File: src/rtl/alu_4_bit_driver_if.sv
// Command/response bus between the issuing control logic and alu_4_bit_driver.
// ALU_DRV_CHAIN_EN adds cmd_chain (reuse the previous result as operand 1).
interface alu_4_bit_driver_if;
  logic       cmd_valid;
  logic       cmd_ready;
  logic [2:0] cmd_op;
  logic [3:0] cmd_a;
  logic [3:0] cmd_b;
`ifdef ALU_DRV_CHAIN_EN
  logic       cmd_chain;
`endif
  logic       rsp_valid;
  logic       rsp_ready;
  logic [3:0] rsp_data;
  logic [2:0] rsp_op;

`ifdef ALU_DRV_CHAIN_EN
  modport master (
    output cmd_valid, cmd_op, cmd_a, cmd_b, cmd_chain, rsp_ready,
    input  cmd_ready, rsp_valid, rsp_data, rsp_op
  );
  modport slave (
    input  cmd_valid, cmd_op, cmd_a, cmd_b, cmd_chain, rsp_ready,
    output cmd_ready, rsp_valid, rsp_data, rsp_op
  );
`else
  modport master (
    output cmd_valid, cmd_op, cmd_a, cmd_b, rsp_ready,
    input  cmd_ready, rsp_valid, rsp_data, rsp_op
  );
  modport slave (
    input  cmd_valid, cmd_op, cmd_a, cmd_b, rsp_ready,
    output cmd_ready, rsp_valid, rsp_data, rsp_op
  );
`endif
endinterface

File: src/rtl/alu_4_bit_driver.sv
// Front end for alu_4_bit: FIFO-buffered commands, registered ALU inputs, captured result.
// Optional ALU_DRV_CHAIN_EN: a command may take the last captured result as operand 1.
module alu_4_bit_driver #(
  parameter int DEPTH = 4
) (
  input  logic                     clk,
  input  logic                     rst_n,
  alu_4_bit_driver_if.slave        cmd_if,
  output logic [2:0]               alu_op,
  output logic [3:0]               alu_in1,
  output logic [3:0]               alu_in2,
  input  logic [3:0]               alu_out,
  output logic                     busy
);
  localparam int AW = $clog2(DEPTH);
  localparam int CW = $clog2(DEPTH + 1);
`ifdef ALU_DRV_CHAIN_EN
  localparam int EW = 12;
`else
  localparam int EW = 11;
`endif

  typedef enum logic [1:0] {IDLE, ISSUE, HOLD} state_t;

  state_t        state_q, state_d;
  logic [AW-1:0] wr_ptr_q, wr_ptr_d;
  logic [AW-1:0] rd_ptr_q, rd_ptr_d;
  logic [CW-1:0] count_q, count_d;
  logic [2:0]    alu_op_q, alu_op_d;
  logic [3:0]    alu_in1_q, alu_in1_d;
  logic [3:0]    alu_in2_q, alu_in2_d;
  logic          rsp_valid_q, rsp_valid_d;
  logic [3:0]    rsp_data_q, rsp_data_d;
  logic [2:0]    rsp_op_q, rsp_op_d;

  logic [EW-1:0] fifo_mem [DEPTH];
  logic [EW-1:0] entry_in;
  logic [EW-1:0] head;
  logic          cmd_ready;
  logic          push;
  logic          pop;
  logic          head_chain;

  assign cmd_ready = (count_q != CW'(DEPTH));
  assign push      = cmd_if.cmd_valid && cmd_ready;
  assign head      = fifo_mem[rd_ptr_q];

`ifdef ALU_DRV_CHAIN_EN
  assign entry_in   = {cmd_if.cmd_chain, cmd_if.cmd_op, cmd_if.cmd_a, cmd_if.cmd_b};
  assign head_chain = head[11];
`else
  assign entry_in   = {cmd_if.cmd_op, cmd_if.cmd_a, cmd_if.cmd_b};
  assign head_chain = 1'b0;
`endif

  // Storage only; occupancy lives in count_q so the array needs no reset.
  always_ff @(posedge clk) begin
    if (push) begin
      fifo_mem[wr_ptr_q] <= entry_in;
    end
  end

  always_comb begin
    state_d     = state_q;
    wr_ptr_d    = wr_ptr_q;
    rd_ptr_d    = rd_ptr_q;
    count_d     = count_q;
    alu_op_d    = alu_op_q;
    alu_in1_d   = alu_in1_q;
    alu_in2_d   = alu_in2_q;
    rsp_valid_d = rsp_valid_q;
    rsp_data_d  = rsp_data_q;
    rsp_op_d    = rsp_op_q;
    pop         = 1'b0;

    case (state_q)
      IDLE: begin
        if (count_q != '0) begin
          pop     = 1'b1;
          state_d = ISSUE;
        end
      end
      ISSUE: begin
        rsp_data_d  = alu_out;
        rsp_op_d    = alu_op_q;
        rsp_valid_d = 1'b1;
        state_d     = HOLD;
      end
      HOLD: begin
        if (cmd_if.rsp_ready) begin
          rsp_valid_d = 1'b0;
          if (count_q != '0) begin
            pop     = 1'b1;
            state_d = ISSUE;
          end else begin
            state_d = IDLE;
          end
        end
      end
      default: state_d = IDLE;
    endcase

    // In HOLD rsp_data_q is the result being handed off, i.e. the latest one.
    if (pop) begin
      alu_op_d  = head[10:8];
      alu_in1_d = head_chain ? rsp_data_q : head[7:4];
      alu_in2_d = head[3:0];
      rd_ptr_d  = rd_ptr_q + 1'b1;
    end
    if (push) begin
      wr_ptr_d = wr_ptr_q + 1'b1;
    end

    case ({push, pop})
      2'b10:   count_d = count_q + CW'(1);
      2'b01:   count_d = count_q - CW'(1);
      default: count_d = count_q;
    endcase
  end

  always_ff @(posedge clk or negedge rst_n) begin
    if (!rst_n) begin
      state_q     <= IDLE;
      wr_ptr_q    <= '0;
      rd_ptr_q    <= '0;
      count_q     <= '0;
      alu_op_q    <= '0;
      alu_in1_q   <= '0;
      alu_in2_q   <= '0;
      rsp_valid_q <= 1'b0;
      rsp_data_q  <= '0;
      rsp_op_q    <= '0;
    end else begin
      state_q     <= state_d;
      wr_ptr_q    <= wr_ptr_d;
      rd_ptr_q    <= rd_ptr_d;
      count_q     <= count_d;
      alu_op_q    <= alu_op_d;
      alu_in1_q   <= alu_in1_d;
      alu_in2_q   <= alu_in2_d;
      rsp_valid_q <= rsp_valid_d;
      rsp_data_q  <= rsp_data_d;
      rsp_op_q    <= rsp_op_d;
    end
  end

  assign cmd_if.cmd_ready = cmd_ready;
  assign cmd_if.rsp_valid = rsp_valid_q;
  assign cmd_if.rsp_data  = rsp_data_q;
  assign cmd_if.rsp_op    = rsp_op_q;
  assign alu_op           = alu_op_q;
  assign alu_in1          = alu_in1_q;
  assign alu_in2          = alu_in2_q;
  assign busy             = (state_q != IDLE) || (count_q != '0);
endmodule

File: src/flat_wrapper.sv
// flat-port wrapper written by rule: the top's interface ports become plain ports
module alu_4_bit_driver_flat 
#(
  parameter int DEPTH = 4
)
  (clk, rst_n, alu_op, alu_in1, alu_in2, alu_out, busy, cmd_if_cmd_valid, cmd_if_cmd_op, cmd_if_cmd_a, cmd_if_cmd_b, cmd_if_rsp_ready, cmd_if_cmd_ready, cmd_if_rsp_valid, cmd_if_rsp_data, cmd_if_rsp_op);
  alu_4_bit_driver_if cmd_if_i ();
  input  logic clk;
  input  logic rst_n;
  output logic [2:0] alu_op;
  output logic [3:0] alu_in1;
  output logic [3:0] alu_in2;
  input  logic [3:0] alu_out;
  output logic busy;
  input wire logic [$bits(cmd_if_i.cmd_valid)-1:0] cmd_if_cmd_valid;
  input wire logic [$bits(cmd_if_i.cmd_op)-1:0] cmd_if_cmd_op;
  input wire logic [$bits(cmd_if_i.cmd_a)-1:0] cmd_if_cmd_a;
  input wire logic [$bits(cmd_if_i.cmd_b)-1:0] cmd_if_cmd_b;
  input wire logic [$bits(cmd_if_i.rsp_ready)-1:0] cmd_if_rsp_ready;
  output wire logic [$bits(cmd_if_i.cmd_ready)-1:0] cmd_if_cmd_ready;
  output wire logic [$bits(cmd_if_i.rsp_valid)-1:0] cmd_if_rsp_valid;
  output wire logic [$bits(cmd_if_i.rsp_data)-1:0] cmd_if_rsp_data;
  output wire logic [$bits(cmd_if_i.rsp_op)-1:0] cmd_if_rsp_op;
  assign cmd_if_i.cmd_valid = cmd_if_cmd_valid;
  assign cmd_if_i.cmd_op = cmd_if_cmd_op;
  assign cmd_if_i.cmd_a = cmd_if_cmd_a;
  assign cmd_if_i.cmd_b = cmd_if_cmd_b;
  assign cmd_if_i.rsp_ready = cmd_if_rsp_ready;
  assign cmd_if_cmd_ready = cmd_if_i.cmd_ready;
  assign cmd_if_rsp_valid = cmd_if_i.rsp_valid;
  assign cmd_if_rsp_data = cmd_if_i.rsp_data;
  assign cmd_if_rsp_op = cmd_if_i.rsp_op;
  alu_4_bit_driver #(.DEPTH(DEPTH)) u_core (.clk(clk), .rst_n(rst_n), .cmd_if(cmd_if_i), .alu_op(alu_op), .alu_in1(alu_in1), .alu_in2(alu_in2), .alu_out(alu_out), .busy(busy));
endmodule
File: config.mk
export PLATFORM = sky130hd
export DESIGN_NAME = alu_4_bit_driver_flat
export DESIGN_NICKNAME = d
export VERILOG_FILES = /design/src/rtl/alu_4_bit_driver_if.sv /design/src/rtl/alu_4_bit_driver.sv /design/src/flat_wrapper.sv
export SDC_FILE = /design/constraint.sdc
export NUM_CORES = 1
export LEC_CHECK = 0
export ABC_AREA = 1
export ABC_CLOCK_PERIOD_IN_PS = 2300
export BUFFER_PORTS_ARGS = -buffer_cell sky130_fd_sc_hd__buf_4
export CAP_MARGIN = 20
export CORE_UTILIZATION = 57
export CTS_BUF_LIST = sky130_fd_sc_hd__clkbuf_16
export DETAILED_ROUTE_END_ITERATION = 10
export PLACE_DENSITY = 0.79
export SETUP_SLACK_MARGIN = 0.02
export SLEW_MARGIN = 20
export SYNTH_ARGS = -nofsm -noshare
export SYNTH_HDL_FRONTEND = slang
export SYNTH_SLANG_ARGS = --single-unit
File: constraint.sdc
create_clock -name clk -period 2.3 [get_ports clk]
set_clock_uncertainty 0.2 [all_clocks]
set_input_delay 0 -clock clk [delete_from_list [all_inputs] [get_ports clk]]
set_output_delay 0 -clock clk [all_outputs]
set_load 0.02 [all_outputs]
=== Word-level counts from Yosys, hierarchy flattened ===
Memories as Yosys holds them, arrays and structs flattened. A register that Yosys moved wholly into a read port is not among the register bits.
Index checks and enable logic that the tools add are counted.
W data, S select, Z words.

* Flip-flop bits (word level): 17
* RAM bits: 44
* Input bits: 19
* Output and inout port bits: 21
* Word-level logic and storage cells: 41
* Memories: 1

{| class="wikitable"
|+ Memories
! name !! words !! bits a word !! read ports !! clocked after memory_dff !! wr ports !! line !! RTL
|-
| u_core.fifo_mem || 4 || 11 || 1 || 1 || 1 || alu_4_bit_driver.sv:36 || <nowiki>logic [EW-1:0] fifo_mem [DEPTH];</nowiki>
|}

* Add/sub/neg operators: 4
* Equality and inequality tests: 7
* Muxes and demuxes: 12
* Reduce and logical (&&, ||, !) cells: 10

{| class="wikitable"
|+ Operators with widths
! operator !! count
|-
| $mux W1 || 6
|-
| $pmux W2 S3 || 1
|-
| $pmux W3 S2 || 1
|-
| $reduce_bool A2 Y1 || 3
|-
| $add A2 B1 Y2 const B || 2
|-
| $eq A2 B1 Y1 const B || 2
|-
| $eq A2 B2 Y1 const B || 2
|-
| $mux W2 || 2
|-
| $pmux W1 S2 || 2
|-
| $reduce_and A2 Y1 || 2
|-
| $add A3 B1 Y3 const B || 1
|-
| $ne A3 B3 Y1 const B || 1
|-
| $reduce_bool A3 Y1 || 1
|-
| $sub A3 B1 Y3 const B || 1
|-
| $logic_not A2 Y1 || 1
|-
| $ne A2 B1 Y1 const B || 1
|-
| $ne A2 B2 Y1 const B || 1
|-
| $logic_and A1 B1 Y1 || 1
|-
| $logic_not A1 Y1 || 1
|-
| $logic_or A1 B1 Y1 || 1
|}

=== Depth between registers and ports, before layout ===
* Depth in word-level cells: 6
* Depth in mapped cells: 12
* Mapped depth without buffers: 11

=== Worst setup path after synthesis ===
Ideal clock, no wire load.

* Kind: register -> register
* Start point: reg u_core.count_q[1]
* End point: reg u_core.count_q[2]
* Setup time: 123 ps
* Arrival: 1795 ps
* Required time: 1977 ps
* Slack: 182 ps
* Stages on the path, launching flop included: 10
* Buffers on the path: 0
* Period minus slack after synthesis: 2118 ps
* Cells stage by stage: dfrtp_1 -> inv_1 -> nand3_1 -> nand2_2 -> ha_1 -> inv_1 -> fa_1 -> nand2_1 -> nand3_1 -> xor2_1

* Elaborated cells on any way between the ends: 12

{| class="wikitable"
|+ RTL lines
! item !! line !! RTL
|-
| start, declared || alu_4_bit_driver.sv:28 || <nowiki>logic [CW-1:0] count_q, count_d;</nowiki>
|-
| start signal, assigned || alu_4_bit_driver.sv:137 || <nowiki>count_q <= count_d;</nowiki>
|-
| $ne A3 B3 Y1 (*) || alu_4_bit_driver.sv:44 || <nowiki>assign cmd_ready = (count_q != CW'(DEPTH));</nowiki>
|-
| via cmd_if_cmd_ready || flat_wrapper.sv:20 || <nowiki>output wire logic [$bits(cmd_if_i.cmd_ready)-1:0] cmd_if_cmd_ready;</nowiki>
|-
| $logic_and A1 B1 Y1 (*) || alu_4_bit_driver.sv:45 || <nowiki>assign push = cmd_if.cmd_valid && cmd_ready;</nowiki>
|-
| $eq A2 B1 Y1 or $eq A2 B2 Y1 (tied branches) || alu_4_bit_driver.sv:114 || <nowiki>case ({push, pop})</nowiki>
|-
| $pmux W3 S2 or $reduce_bool A2 Y1 (tied branches) || -- ||
|}

Mark *: on every way through the listed nets, which the timed path passes. The rest lies on a longest branch.
A chain may end at the register's enable or synchronous reset.

=== Worst setup path after layout ===
* Start point: reg u_core.count_q[1]
* End point: reg u_core.count_q[2]

* Word-level cells in the longest chain between the ends: 6
* Elaborated cells on any way between the ends: 12

{| class="wikitable"
|+ Ends and longest elaborated chain
! item !! line !! RTL
|-
| $reduce_bool A3 Y1 || alu_4_bit_driver.sv:78, alu_4_bit_driver.sv:92 ||
|-
| $mux W1 || alu_4_bit_driver.sv:78, alu_4_bit_driver.sv:92 ||
|-
| $mux W1 || alu_4_bit_driver.sv:90 || <nowiki>if (cmd_if.rsp_ready) begin</nowiki>
|-
| $pmux W1 S2 || alu_4_bit_driver.sv:76 || <nowiki>case (state_q)</nowiki>
|-
| $eq A2 B1 Y1 or $eq A2 B2 Y1 (tied branches) || alu_4_bit_driver.sv:114 ||
|-
| $pmux W3 S2 or $reduce_bool A2 Y1 (tied branches) || -- ||
|}

Several ways; a longest one is shown, not always the timed one.

==> out/results.txt <==
Status = complete, no violations
DRC errors left = 0
Final #Nets = 410
PD cells = 1360 nW/µm²
Commonest non-fill, non-tap cell in the layout = nand2_1
Inserted Diodes = 0
GR Overflow Total = 0
Startpoint types = flop
Initial core utilization = 60.2%
Die width = 75.9 µm
RR Endpoint = u_core.count_q[2]
Via Count = 2,193
Worst EP required = 2.31 ns
WHS = 0.211 ns
Post-synthesis sequential area ratio = 64.9%
Initial antenna violation count = 0
Post-DP HPWL = 3.59 mm
DR vias/cell = 4.77
Hold EP = u_core.fifo_mem[2][6]
Top cell type's share of synthesized area = 42.4%
Hold Vio Cnt, Final = 0
Row count = 26
FF+latch count, synth = 72
Most used DFF post-synth = edfxtp_1
Chip Height = 75.9 µm
Synth area leaders = edfxtp_1 (42%), dfrtp_1 (22%), nand2_1 (15%)
Ordered list of cells on the worst path = inv_1 -> nand3_1 -> nand2_2 -> ha_1 -> inv_1 -> fa_1 -> nand2_1 -> nand3_1 -> xor2_1
Share of cells above drive strength 1 = 17.2%
Async set-reset flop share out of synthesis = 38.9%
CP Class = flop to flop
Maximum vdd ir drop = 0.603 mV
Reg2Reg Setup Slack = 0.34 ns
Antenna-violating nets left = 0
Syn. warnings = 0
Final setup fails = 0
Vias in the first global route = 2,167
Largest net degree at the start of global routing = 29
Die footprint = 5770 µm²
Final Non-Filler Cells = 460
Commonest cells after routing, fill and taps aside = nand2_1 (121), inv_1 (64), buf_4 (46)
Post-CTS sizing = 0
I/O pin total = 40
Placer Congestion = 0.767
All-layer global routing usage = 23.8%
Reg-to-Reg Start = u_core.count_q[1]
Detailed Route Iter0 Violations = 143
CTS Sinks = 72
Global-route wire length before repair = 10.2 mm
Area growth, synth to finish = 27.5%
Synthesized area per cell = 9.83 µm²
Slew HR = 61.9%
TritonCTS Buffers = 9
Final setup TNS = 0 ns
Max-Cap Viols = 0
Tightest Pin Transition = 0.570 ns
Final Util = 76.8%
Worst path max stage delay = 0.38 ns
Max Fclk = 510 MHz
Fin crit share = 85.3%
Final Routed Wirelength = 6.13 mm
Gate count of the mapped netlist = 317
Maximum root-to-sink buffer count = 2
Worst Hold Class = primary input to flop
Clock insertion delay at the later pin of the skew report = 0.33 ns
Slowest-stage cell, CP = fa_1
Tmin final = 1.96 ns
Placed Instances = 423
Post-synth EDFFs = 44
Core box area = 5170 µm²
Syn nets = 342
First-pass DRT Iterations = 4
CTS tree = yes
Max-slew violation count = 0
Tot Pwr = 0.00539 W
Post-Syn Area = 3120 µm²
Wire per inst = 13.3 µm
IO Port Bufs = 39
Worst hold start = cmd_if_cmd_a[2]
Register-to-Register Path Depth = 9
Synth cell types = 20
Hold path depth = 2
Crit-path max FO = 3
Unrepaired setup endpoints after global routing = false
Yosys top cell by area = edfxtp_1
Setup crit end kind = flop
CTS root buf = clkbuf_16
WP data arrival = 1.98 ns
Leakage = 2.00 nW
CP Buf/Inv Count = 2
CTS clk-pin slew, worst paths = 0.05 ns
Cell family with most CP delay = adder cells
H-tree depth reported by CTS = 3
flip-flops by register name (all words and copies together), names as in the netlist:
signal	cells
u_core.rd_ptr_q	2
u_core.cmd_if.rsp_data	4
u_core.cmd_if.rsp_op	3
u_core.alu_in1	4
u_core.count_q	3
u_core.alu_in2	4
u_core.state_q	2
u_core.cmd_if.rsp_valid	1
u_core.wr_ptr_q	2
u_core.fifo_mem	44
u_core.alu_op	3
cell type report:
type	instances	area, µm²
sequential	72	2020
fill	335	1200
multi-input combinational	172	788
timing repair buffer	66	556
inverter	64	240
clock buffer	9	225
tap	70	87.6
clock inverter	7	52.6
routing by layer:
| metal | GRT usage (%) | up-vias | part of all wire [%] |
|---|---|---|---|
| met2 | 40.2 | 70 | 50 |
| met1 | 29.1 | 1010 | 43 |
| met3 | 5.30 | 6 | 5.6 |
| li1 | - | 1107 | - |
| met4 | 11.3 | 0 | 1.4 |
| met5 | 0 | - | 0 |
metrics by stage:
step | setup WS [ns] | area [µm²]
2_1_floorplan | 0.182 | 3120
3_3_place_gp | 0.309 | 3480
3_5_place_dp | 0.249 | 3480
4_1_cts | 0.236 | 3960
5_1_grt | 0.112 | 3970
6_report | 0.338 | 3970
report_power, final:
part           switching [W]  total [W]  internal, W
logic                0.00133    0.00209     0.000757
registers           0.000220    0.00202      0.00180
clock network       0.000469    0.00128     0.000814
total                0.00202    0.00539      0.00337
timing repair:
item | CTS | global route
endpoints found under the hold margin | 81 | 0
hold buffers | 20 | 0
setup buffers | 0 | 1
setup endpoints to repair | 0 | 1
worst reg2reg max path: stages, from the launching register on:
cell and delay, ns:
dfrtp_1 0.37, inv_1 0.12, nand3_1 0.14, nand2_2 0.11
ha_1 0.15, inv_1 0.06, fa_1 0.38, nand2_1 0.08
nand3_1 0.08, xor2_1 0.15
how the worst max path moves through the flow:
stage / end / depth (start not counted) / slack (ns) / startpoint
4_1_cts: u_core.count_q[2] / 10 / 0.24 / u_core.count_q[1]
6_report: u_core.count_q[2] / 9 / 0.34 / u_core.count_q[1]
2_1_floorplan: u_core.count_q[2] / 9 / 0.18 / u_core.count_q[1]
3_5_place_dp: u_core.count_q[2] / 9 / 0.25 / u_core.count_q[1]
3_3_place_gp: u_core.count_q[2] / 9 / 0.31 / u_core.count_q[1]
5_1_grt: u_core.count_q[2] / 10 / 0.11 / u_core.count_q[1]
Yosys cell counts (2+ instances only):
cell type,count
xor2_1,3
inv_2,5
buf_2,4
nand3_1,29
inv_1,59
ha_1,5
buf_4,3
dfrtp_1,28
nor2_1,5
buf_6,2
edfxtp_1,44
nand2_1,121
o21ai_0,2
cell families (layout without fill, tap and decap cells):
| family | count (synthesis) | count (layout) | synth area share (%) |
|---|---|---|---|
| AND/OR/NAND/NOR | 159 | 159 | 20.9 |
| buffers and inverters | 73 | 146 | 9.80 |
| flip-flops | 72 | 72 | 64.9 |
| adder cells (fa/ha/maj) | 6 | 6 | 2.65 |
| XOR/XNOR | 4 | 4 | 1.12 |
| AO/OA/AOI/OAI | 3 | 3 | 0.602 |
Note: power is estimated with default switching activity, not from simulation.
